**src/rtl/multicycle_ctrl.sv**
```systemverilog
// multicycle_ctrl: FETCH/DECODE/EXEC/MEM/WB sequencer for the 32-bit
// multi-cycle datapath, with a req/ready handshake towards memory.
module multicycle_ctrl #(
    parameter int OPC_W   = 6,
    parameter int ALUOP_W = 3
) (
    input  logic               clk,
    input  logic               rst_n,
    input  logic [31:0]        instr,
    input  logic               zero,
    input  logic               mem_ready,
    output logic               pc_we,
    output logic [1:0]         pc_sel,
    output logic               ir_we,
    output logic               mem_req,
    output logic               mem_we,
    output logic               addr_sel,
    output logic               reg_we,
    output logic [1:0]         wb_sel,
    output logic               alu_src_b,
    output logic [ALUOP_W-1:0] alu_op,
    output logic [1:0]         ext_mode,
    output logic               halted,
    output logic               illegal,
    output logic [2:0]         state_dbg
);
    typedef enum logic [2:0] {
        S_FETCH  = 3'd0,
        S_DECODE = 3'd1,
        S_EXEC   = 3'd2,
        S_MEM    = 3'd3,
        S_WB     = 3'd4,
        S_HALT   = 3'd5,
        S_ILL    = 3'd6
    } state_t;

    typedef enum logic [3:0] {
        C_R, C_I, C_LW, C_SW, C_BEQ, C_BNE, C_J, C_JAL, C_HALT, C_ILL
    } cls_t;

    localparam logic [OPC_W-1:0] OP_LW   = OPC_W'('h10);
    localparam logic [OPC_W-1:0] OP_SW   = OPC_W'('h11);
    localparam logic [OPC_W-1:0] OP_BEQ  = OPC_W'('h12);
    localparam logic [OPC_W-1:0] OP_BNE  = OPC_W'('h13);
    localparam logic [OPC_W-1:0] OP_J    = OPC_W'('h14);
    localparam logic [OPC_W-1:0] OP_JAL  = OPC_W'('h15);
    localparam logic [OPC_W-1:0] OP_HALT = OPC_W'('h3F);

    state_t             state, state_nx;
    cls_t               cls_d, cls_q;
    logic [OPC_W-1:0]   opc, opc_q;
    logic [1:0]         ext_d, ext_q;
    logic [ALUOP_W-1:0] alu_fn;
    logic               active;
    logic               unused;

    assign opc    = instr[31 -: OPC_W];
    assign alu_fn = opc_q[ALUOP_W-1:0];
    assign unused = &{1'b0, instr[31-OPC_W:0], opc_q[OPC_W-1:ALUOP_W]};

    always_comb begin
        cls_d = C_ILL;
        unique case (1'b1)
            opc[OPC_W-1:3] == '0:                cls_d = C_R;
            opc[OPC_W-1:3] == (OPC_W-3)'(1):     cls_d = C_I;
            opc == OP_LW:                        cls_d = C_LW;
            opc == OP_SW:                        cls_d = C_SW;
            opc == OP_BEQ:                       cls_d = C_BEQ;
            opc == OP_BNE:                       cls_d = C_BNE;
            opc == OP_J:                         cls_d = C_J;
            opc == OP_JAL:                       cls_d = C_JAL;
            opc == OP_HALT:                      cls_d = C_HALT;
            default:                             cls_d = C_ILL;
        endcase
    end

    // Logical immediates (0A/0B) are zero-extended, the rest sign-extended.
    always_comb begin
        ext_d = 2'd0;
        case (cls_d)
            C_I:                      ext_d = (opc[2:1] == 2'b01) ? 2'd0 : 2'd1;
            C_LW, C_SW, C_BEQ, C_BNE: ext_d = 2'd1;
            C_J, C_JAL:               ext_d = 2'd2;
            default:                  ext_d = 2'd0;
        endcase
    end

    // active stays low for the reset cycle so every output is 0 right after it.
    always_ff @(posedge clk) begin
        if (!rst_n) begin
            state  <= S_FETCH;
            active <= 1'b0;
            cls_q  <= C_ILL;
            opc_q  <= '0;
            ext_q  <= 2'd0;
        end else begin
            active <= 1'b1;
            state  <= state_nx;
            if (state == S_DECODE) begin
                cls_q <= cls_d;
                opc_q <= opc;
                ext_q <= ext_d;
            end
        end
    end

    always_comb begin
        state_nx  = state;
        pc_we     = 1'b0;
        pc_sel    = 2'd0;
        ir_we     = 1'b0;
        mem_req   = 1'b0;
        mem_we    = 1'b0;
        addr_sel  = 1'b0;
        reg_we    = 1'b0;
        wb_sel    = 2'd0;
        alu_src_b = 1'b0;
        alu_op    = '0;
        ext_mode  = 2'd0;
        if (active) begin
            unique case (state)
                S_FETCH: begin
                    mem_req = 1'b1;
                    if (mem_ready) begin
                        ir_we    = 1'b1;
                        pc_we    = 1'b1;
                        state_nx = S_DECODE;
                    end
                end
                S_DECODE: begin
                    unique case (cls_d)
                        C_HALT:  state_nx = S_HALT;
                        C_ILL:   state_nx = S_ILL;
                        default: state_nx = S_EXEC;
                    endcase
                end
                S_EXEC: begin
                    ext_mode = ext_q;
                    state_nx = S_FETCH;
                    unique case (cls_q)
                        C_R, C_I: begin
                            alu_op    = alu_fn;
                            alu_src_b = (cls_q == C_I);
                            state_nx  = S_WB;
                        end
                        C_LW, C_SW: begin
                            alu_src_b = 1'b1;
                            state_nx  = S_MEM;
                        end
                        C_BEQ, C_BNE: begin
                            alu_op = ALUOP_W'(1);
                            if ((cls_q == C_BEQ) == zero) begin
                                pc_we  = 1'b1;
                                pc_sel = 2'd1;
                            end
                        end
                        C_J, C_JAL: begin
                            pc_we  = 1'b1;
                            pc_sel = 2'd2;
                            if (cls_q == C_JAL) begin
                                reg_we = 1'b1;
                                wb_sel = 2'd2;
                            end
                        end
                        default: state_nx = S_FETCH;
                    endcase
                end
                S_MEM: begin
                    mem_req   = 1'b1;
                    addr_sel  = 1'b1;
                    mem_we    = (cls_q == C_SW);
                    alu_src_b = 1'b1;
                    ext_mode  = ext_q;
                    if (mem_ready) begin
                        state_nx = S_FETCH;
                        if (cls_q == C_LW) begin
                            reg_we = 1'b1;
                            wb_sel = 2'd1;
                        end
                    end
                end
                S_WB: begin
                    reg_we    = 1'b1;
                    alu_op    = alu_fn;
                    alu_src_b = (cls_q == C_I);
                    ext_mode  = ext_q;
                    state_nx  = S_FETCH;
                end
                S_HALT:  state_nx = S_HALT;
                S_ILL:   state_nx = S_ILL;
                default: state_nx = S_FETCH;
            endcase
        end
    end

    assign halted    = (state == S_HALT);
    assign illegal   = (state == S_ILL);
    assign state_dbg = state;

endmodule
```
**config.mk**
```make
export PLATFORM = sky130hd
export DESIGN_NAME = multicycle_ctrl
export DESIGN_NICKNAME = d
export VERILOG_FILES = /design/src/rtl/multicycle_ctrl.sv
export SDC_FILE = /design/constraint.sdc
export NUM_CORES = 1
export LEC_CHECK = 0
export ABC_AREA = 1
export ABC_CLOCK_PERIOD_IN_PS = 1900
export CAP_MARGIN = 10
export CORE_ASPECT_RATIO = 1.4
export CORE_MARGIN = 1
export CORE_UTILIZATION = 36
export CTS_CLUSTER_SIZE = 8
export DETAILED_ROUTE_END_ITERATION = 12
export GPL_TIMING_DRIVEN = 0
export PLACE_DENSITY = 0.85
export SETUP_SLACK_MARGIN = 0.02
export SYNTH_ARGS = -nofsm -noshare
export SYNTH_HDL_FRONTEND = slang
export SYNTH_SLANG_ARGS = --single-unit
```
**constraint.sdc**
```tcl
create_clock -name clk -period 1.9 [get_ports clk]
set_input_delay 0.38 -clock clk [delete_from_list [all_inputs] [get_ports clk]]
set_output_delay 0.38 -clock clk [all_outputs]
set_load 0.01 [all_outputs]
```
After elaboration in Yosys (flattened, before gate mapping)
Cells that the tools add are included.
- add/subtract/negate cells: 0
- muxes and demuxes: 46
- divide/modulo/power cells: 0
- shifts and indexed selects: 0
- order comparisons: 0
- reduce and logical (&&, ||, !) cells: 12
- $mul: 0
- bitwise gates (word level): 0
- eq/ne operators: 34
- operators by type and width (operator ; number):
    6-bit by 5-bit equality test with 1-bit output (second input constant) ; 6
    4-bit case mux with 9 select lines ; 1
    4-bit by 3-bit equality test with 1-bit output (second input constant) ; 8
    3-bit case mux with 2 select lines ; 4
    1-bit two-way mux ; 22
    3-bit case mux with 6 select lines ; 1
    4-bit by 2-bit equality test with 1-bit output (second input constant) ; 4
    2-bit two-way mux ; 7
    2-bit OR reduction ; 6
    3-bit equality test (second input constant) ; 3
    3-bit two-way mux ; 3
    4-bit by 1-bit equality test with 1-bit output (second input constant) ; 2
    4-bit equality test (second input constant) ; 2
    2-bit case mux with 2 select lines ; 2
    3-bit by 1-bit equality test with 1-bit output (second input constant) ; 2
    3-bit by 2-bit equality test with 1-bit output (second input constant) ; 2
    6-bit equality test (second input constant) ; 1
    3-bit zero test ; 2
    1-bit case mux with 2 select lines ; 3
    1-bit case mux with 3 select lines ; 2
    2-bit case mux with 3 select lines ; 1
    4-bit zero test ; 1
    2-bit inequality test (second input constant) ; 2
    4-bit OR reduction ; 1
    other kinds (4) ; 4
- bits in latches: 0
- logic and storage cells: 97
- register bits after elaboration: 13
- bits in writable memories: 0
- input port bits: 36
- ROM bits: 0
- memories: 0

Depth between registers and ports, before layout
- word-level depth: 6
- mapped depth: 10
- gate-level depth less buffers: 10

Least setup slack after synthesis
OpenSTA, ideal clock, no wires.
- kind: flip-flop to output port
- start point: register state[1], in the netlist state_dbg[1]
- end point: output port alu_op[0]
- stages on the path, launching flop included: 8
- path buffers: 0
- slack: 0.026 ns
- arrival: 1.494 ns
- cells stage by stage: dfxtp_1 > ha_1 > inv_1 > nor2_1 > inv_1 > nor3_1 > nor2_1 > o21ai_0
- cells in the longest elaborated chain, start to end: 3
- elaborated cells between the ends (all ways): 4
- those cells by class: eq/ne (2); mux (2)
- ends and longest elaborated chain (what ; line ; text):
    start: declaration ; 49 ; state_t state, state_nx;
    start signal: assignment ; 98 ; state <= state_nx;
    3-bit equality test or 3-bit by 2-bit equality test with 1-bit output (tied branches) ; 121 ; unique case (state)
    3-bit case mux with 2 select lines (*) ; 121 ;
    3-bit two-way mux (*) ; 120 ; if (active) begin
    end: declaration ; 21 ; output logic [ALUOP_W-1:0] alu_op,
Mark *: on every way between the ends. The rest lies on a longest branch, timed or not.

Worst setup path after layout
- start point: register state[0], in the netlist state_dbg[0]
- end point: output port reg_we
- cells in the longest elaborated chain, start to end: 3
- elaborated cells between the ends (all ways): 5
- those cells by class: eq/ne (3); mux (2)
- ends and longest elaborated chain (what ; line ; text):
    3-bit equality test or 3-bit by 2-bit equality test with 1-bit output (tied branches) ; 121 ;
    1-bit case mux with 3 select lines (*) ; 121 ;
    1-bit two-way mux (*) ; 120 ;
    end: declaration ; 18 ; output logic reg_we,
Marks and branches as above.

==> qor.txt <==
Worst Path Required = 1.52 ns
Synth Area per Inst = 6.01 sq um
cell mode on critical path = inv_2
Post-Syn Area = 901 sq um
Storage cell area = 267 sq um
initial antenna violation count = 0
sw frac = 34.3%
Max rail drop VDD = 0.000405 V
IO Port Bufs = 30
Filler Cells Inserted = 220
Seq/Total Area, Yosys = 28.9%
Clock H-tree levels = 1
Post-Route Utilization = 60.0%
vias per inst = 4.85
Num CTS Buffers = 3
initial core utilization = 37.7%
clock latency at the later pin of the worst-skew pair = 0.28 ns
Final Worst Setup Slack = -0.0924 ns
syn_nets = 190
Ports = 57
number of global-route vias before repair = 1008
Max-Slew Margin vs Limit = 76.5%
endpoint arrival time on the critical path = 1.61 ns
CTS sink count = 13
Placed Cells = 214
Synth top cells by count = nand2_1 (34), inv_1 (27), nor2_1 (23), dfxtp_1 (13), o21ai_0 (10)
clock share of power = 23.3%
Die Footprint = 2710 sq um
cell accounting for the most synthesized area = dfxtp_1
Longest Clk Path Bufs = 2
Post-synth EDFFs = 0
row count = 21
Setup TNS = -0.432 ns
first-pass GRT wire length = 4.12 mm
crit end category = output port
failing checks = negative setup slack
Gate power share = 32.2%
most common cell in the netlist = nand2_1
First-pass DRT Iterations = 4
Final Hold Viols = 0
TritonCTS clock tree = done
static leakage = 0.663 nW
Hold Crit Depth = 2
gpl congestion = 0.831
dpl ws = -0.568 ns
Yosys reg bits = 13
WL final = 2.71 mm
total track usage = 20.2%
largest cells by area after synthesis = dfxtp_1 (29%), nand2_1 (14%), inv_1 (11%), nor2_1 (9.6%), ha_1 (5.6%)
Iter 0 DRT Violations = 30
layout cell share with drive strength beyond 1 = 32.5%
post-route insts no fill = 231
Slew Viols, Final = 0
via count = 1121
Mapped Cells = 150
fmax = 502 MHz
nets = 238
area of the multi-input gates = 636 sq um
Post-Layout Inst Area = 1430 sq um
worst reg2reg path depth = 16
Crit Path Category = reg2out
Int Pwr = 478 uW
Critical Path Source Type = flip-flop
sequential share of power = 44.5%
Final Skew = 0.00827 ns
Netlist cell types = 21
run status = complete, but fails checks
pin count of the biggest net entering global routing = 11
Post-DRT Antenna Nets = 0
crit path cell chain = inv_2 -> ha_4 -> inv_4 -> nor2_4 -> inv_2 -> buf_4 -> nor3_4 -> nor3_2 -> nor2_1 -> buf_2
Remaining DRCs = 0
RSZ-0062 raised after global routing = yes
Synth async-reset ratio = 0%
WL per Instance = 11.7 microns
top_reg_cell synth = dfxtp_1
CP max stage delay = 0.33 ns
CTS root buffer = clkbuf_4
hold slack = 0.473 ns
HPWL after detailed placement = 1.64 mm
max_cap viols = 0
Area growth, synth to finish = 59.2%
Die W = 44.3 microns
Remaining Overflow, GRT = 0
DP Area = 1240 sq um
top-area cell type share of the netlist area = 28.9%
NetSw = 249 uW
Final min period = 1.99 ns
slowest CP cell = dfxtp_2
Slew @ Worst Pin = 0.349 ns
hold buffer count at cts = 0
worst-path maximum fanout = 5
worst min path class = reg2reg
clk slew on worst S/H paths = 0.08 ns
Die Ht = 61.2 microns
final-report setup violation count = 8
Syn. warnings = 0
PD cells = 507 nW/um^2
Final Cycle Share = 105%
Power, Total = 727 uW
diode count = 0
core box area = 2390 sq um
[kinds of logic after synthesis]
group | synth area share, %
buf+inv | 12.8
simple gates | 35.6
flops | 28.9
xor+xnor | 0.972
compound gates | 16.2
fa+ha+maj | 5.56
[power by group through the flow]
stage | Sequential [mW] | Combinational (mW) | Clock [mW]
floorplan | 0.324 | 0.122 | 0
global placement | 0.325 | 0.191 | 0
detailed placement | 0.327 | 0.193 | 0
CTS | 0.321 | 0.216 | 0.174
global route | 0.327 | 0.262 | 0.186
finish | 0.324 | 0.234 | 0.170
[critical path: cells and delay by family, from the launching register on]
family	cells	cell delay, ns
adders and majority gates	1	0.15
buffers and inverters	5	0.46
and+or+nand+nor	4	0.39
DFF	1	0.33
[sequential cells by signal, summed over array words and instances, names as in the netlist]
signal     count
opc_q          3
cls_q          4
state_dbg      3
active         1
ext_q          2
[final timing paths]
check	start	end	slack, ns
max	state_dbg[0]	reg_we	-0.09
min	ext_q[0]	ext_q[0]	0.47
max reg2reg	state_dbg[0]	state_dbg[2]	0
min reg2reg	ext_q[0]	ext_q[0]	0.47
[routing by layer]
metal  vias to the layer above  share of wire, %  global-route usage [%]
li1                        579                 -                       -
met1                       508                40                    22.0
met2                        28                55                    37.6
met3                         6               2.2                    1.47
met4                         0               2.4                    11.7
met5                         -                 0                       0
[cell type report]
cell class	count	share of cell area (%)
multi-input cells	107	44.3
repair buffers	43	24.1
flip-flops and latches	13	18.6
inverters	28	7.50
well taps	34	2.97
clock buffers	4	1.83
plain buffers	2	0.698
[timing repair]
item / CTS / global route
endpoints found under the setup margin: 18 / 17
resized for setup: 77 / 27
buffers inserted: 12 / 2
pin swaps: 7 / 12
cloned: 0 / 0
[cells in the final DEF, fill, tap and decap left out, types with 2 or more instances in the layout]
| cell type | Yosys | layout |
|---|---|---|
| nor3_2 | 0 | 2 |
| nor3_4 | 0 | 2 |
| clkbuf_2 | 0 | 5 |
| nand2_1 | 34 | 32 |
| ha_1 | 4 | 2 |
| inv_1 | 27 | 20 |
| clkbuf_4 | 0 | 3 |
| buf_2 | 2 | 12 |
| o21ai_1 | 1 | 2 |
| dfxtp_1 | 13 | 10 |
| nor2_1 | 23 | 17 |
| o21ai_0 | 10 | 9 |
| buf_6 | 0 | 6 |
| nor3_1 | 6 | 2 |
| dfxtp_2 | 0 | 2 |
| nor2_2 | 1 | 6 |
| clkdlybuf4s50_1 | 0 | 12 |
| nor4_1 | 3 | 2 |
| o211ai_1 | 3 | 3 |
| nand4_1 | 4 | 4 |
| a21oi_1 | 9 | 8 |
| inv_2 | 1 | 7 |
| nand2_2 | 1 | 2 |
| buf_4 | 0 | 7 |
| nand3_1 | 4 | 4 |
Power figures use the tool's default switching activity.
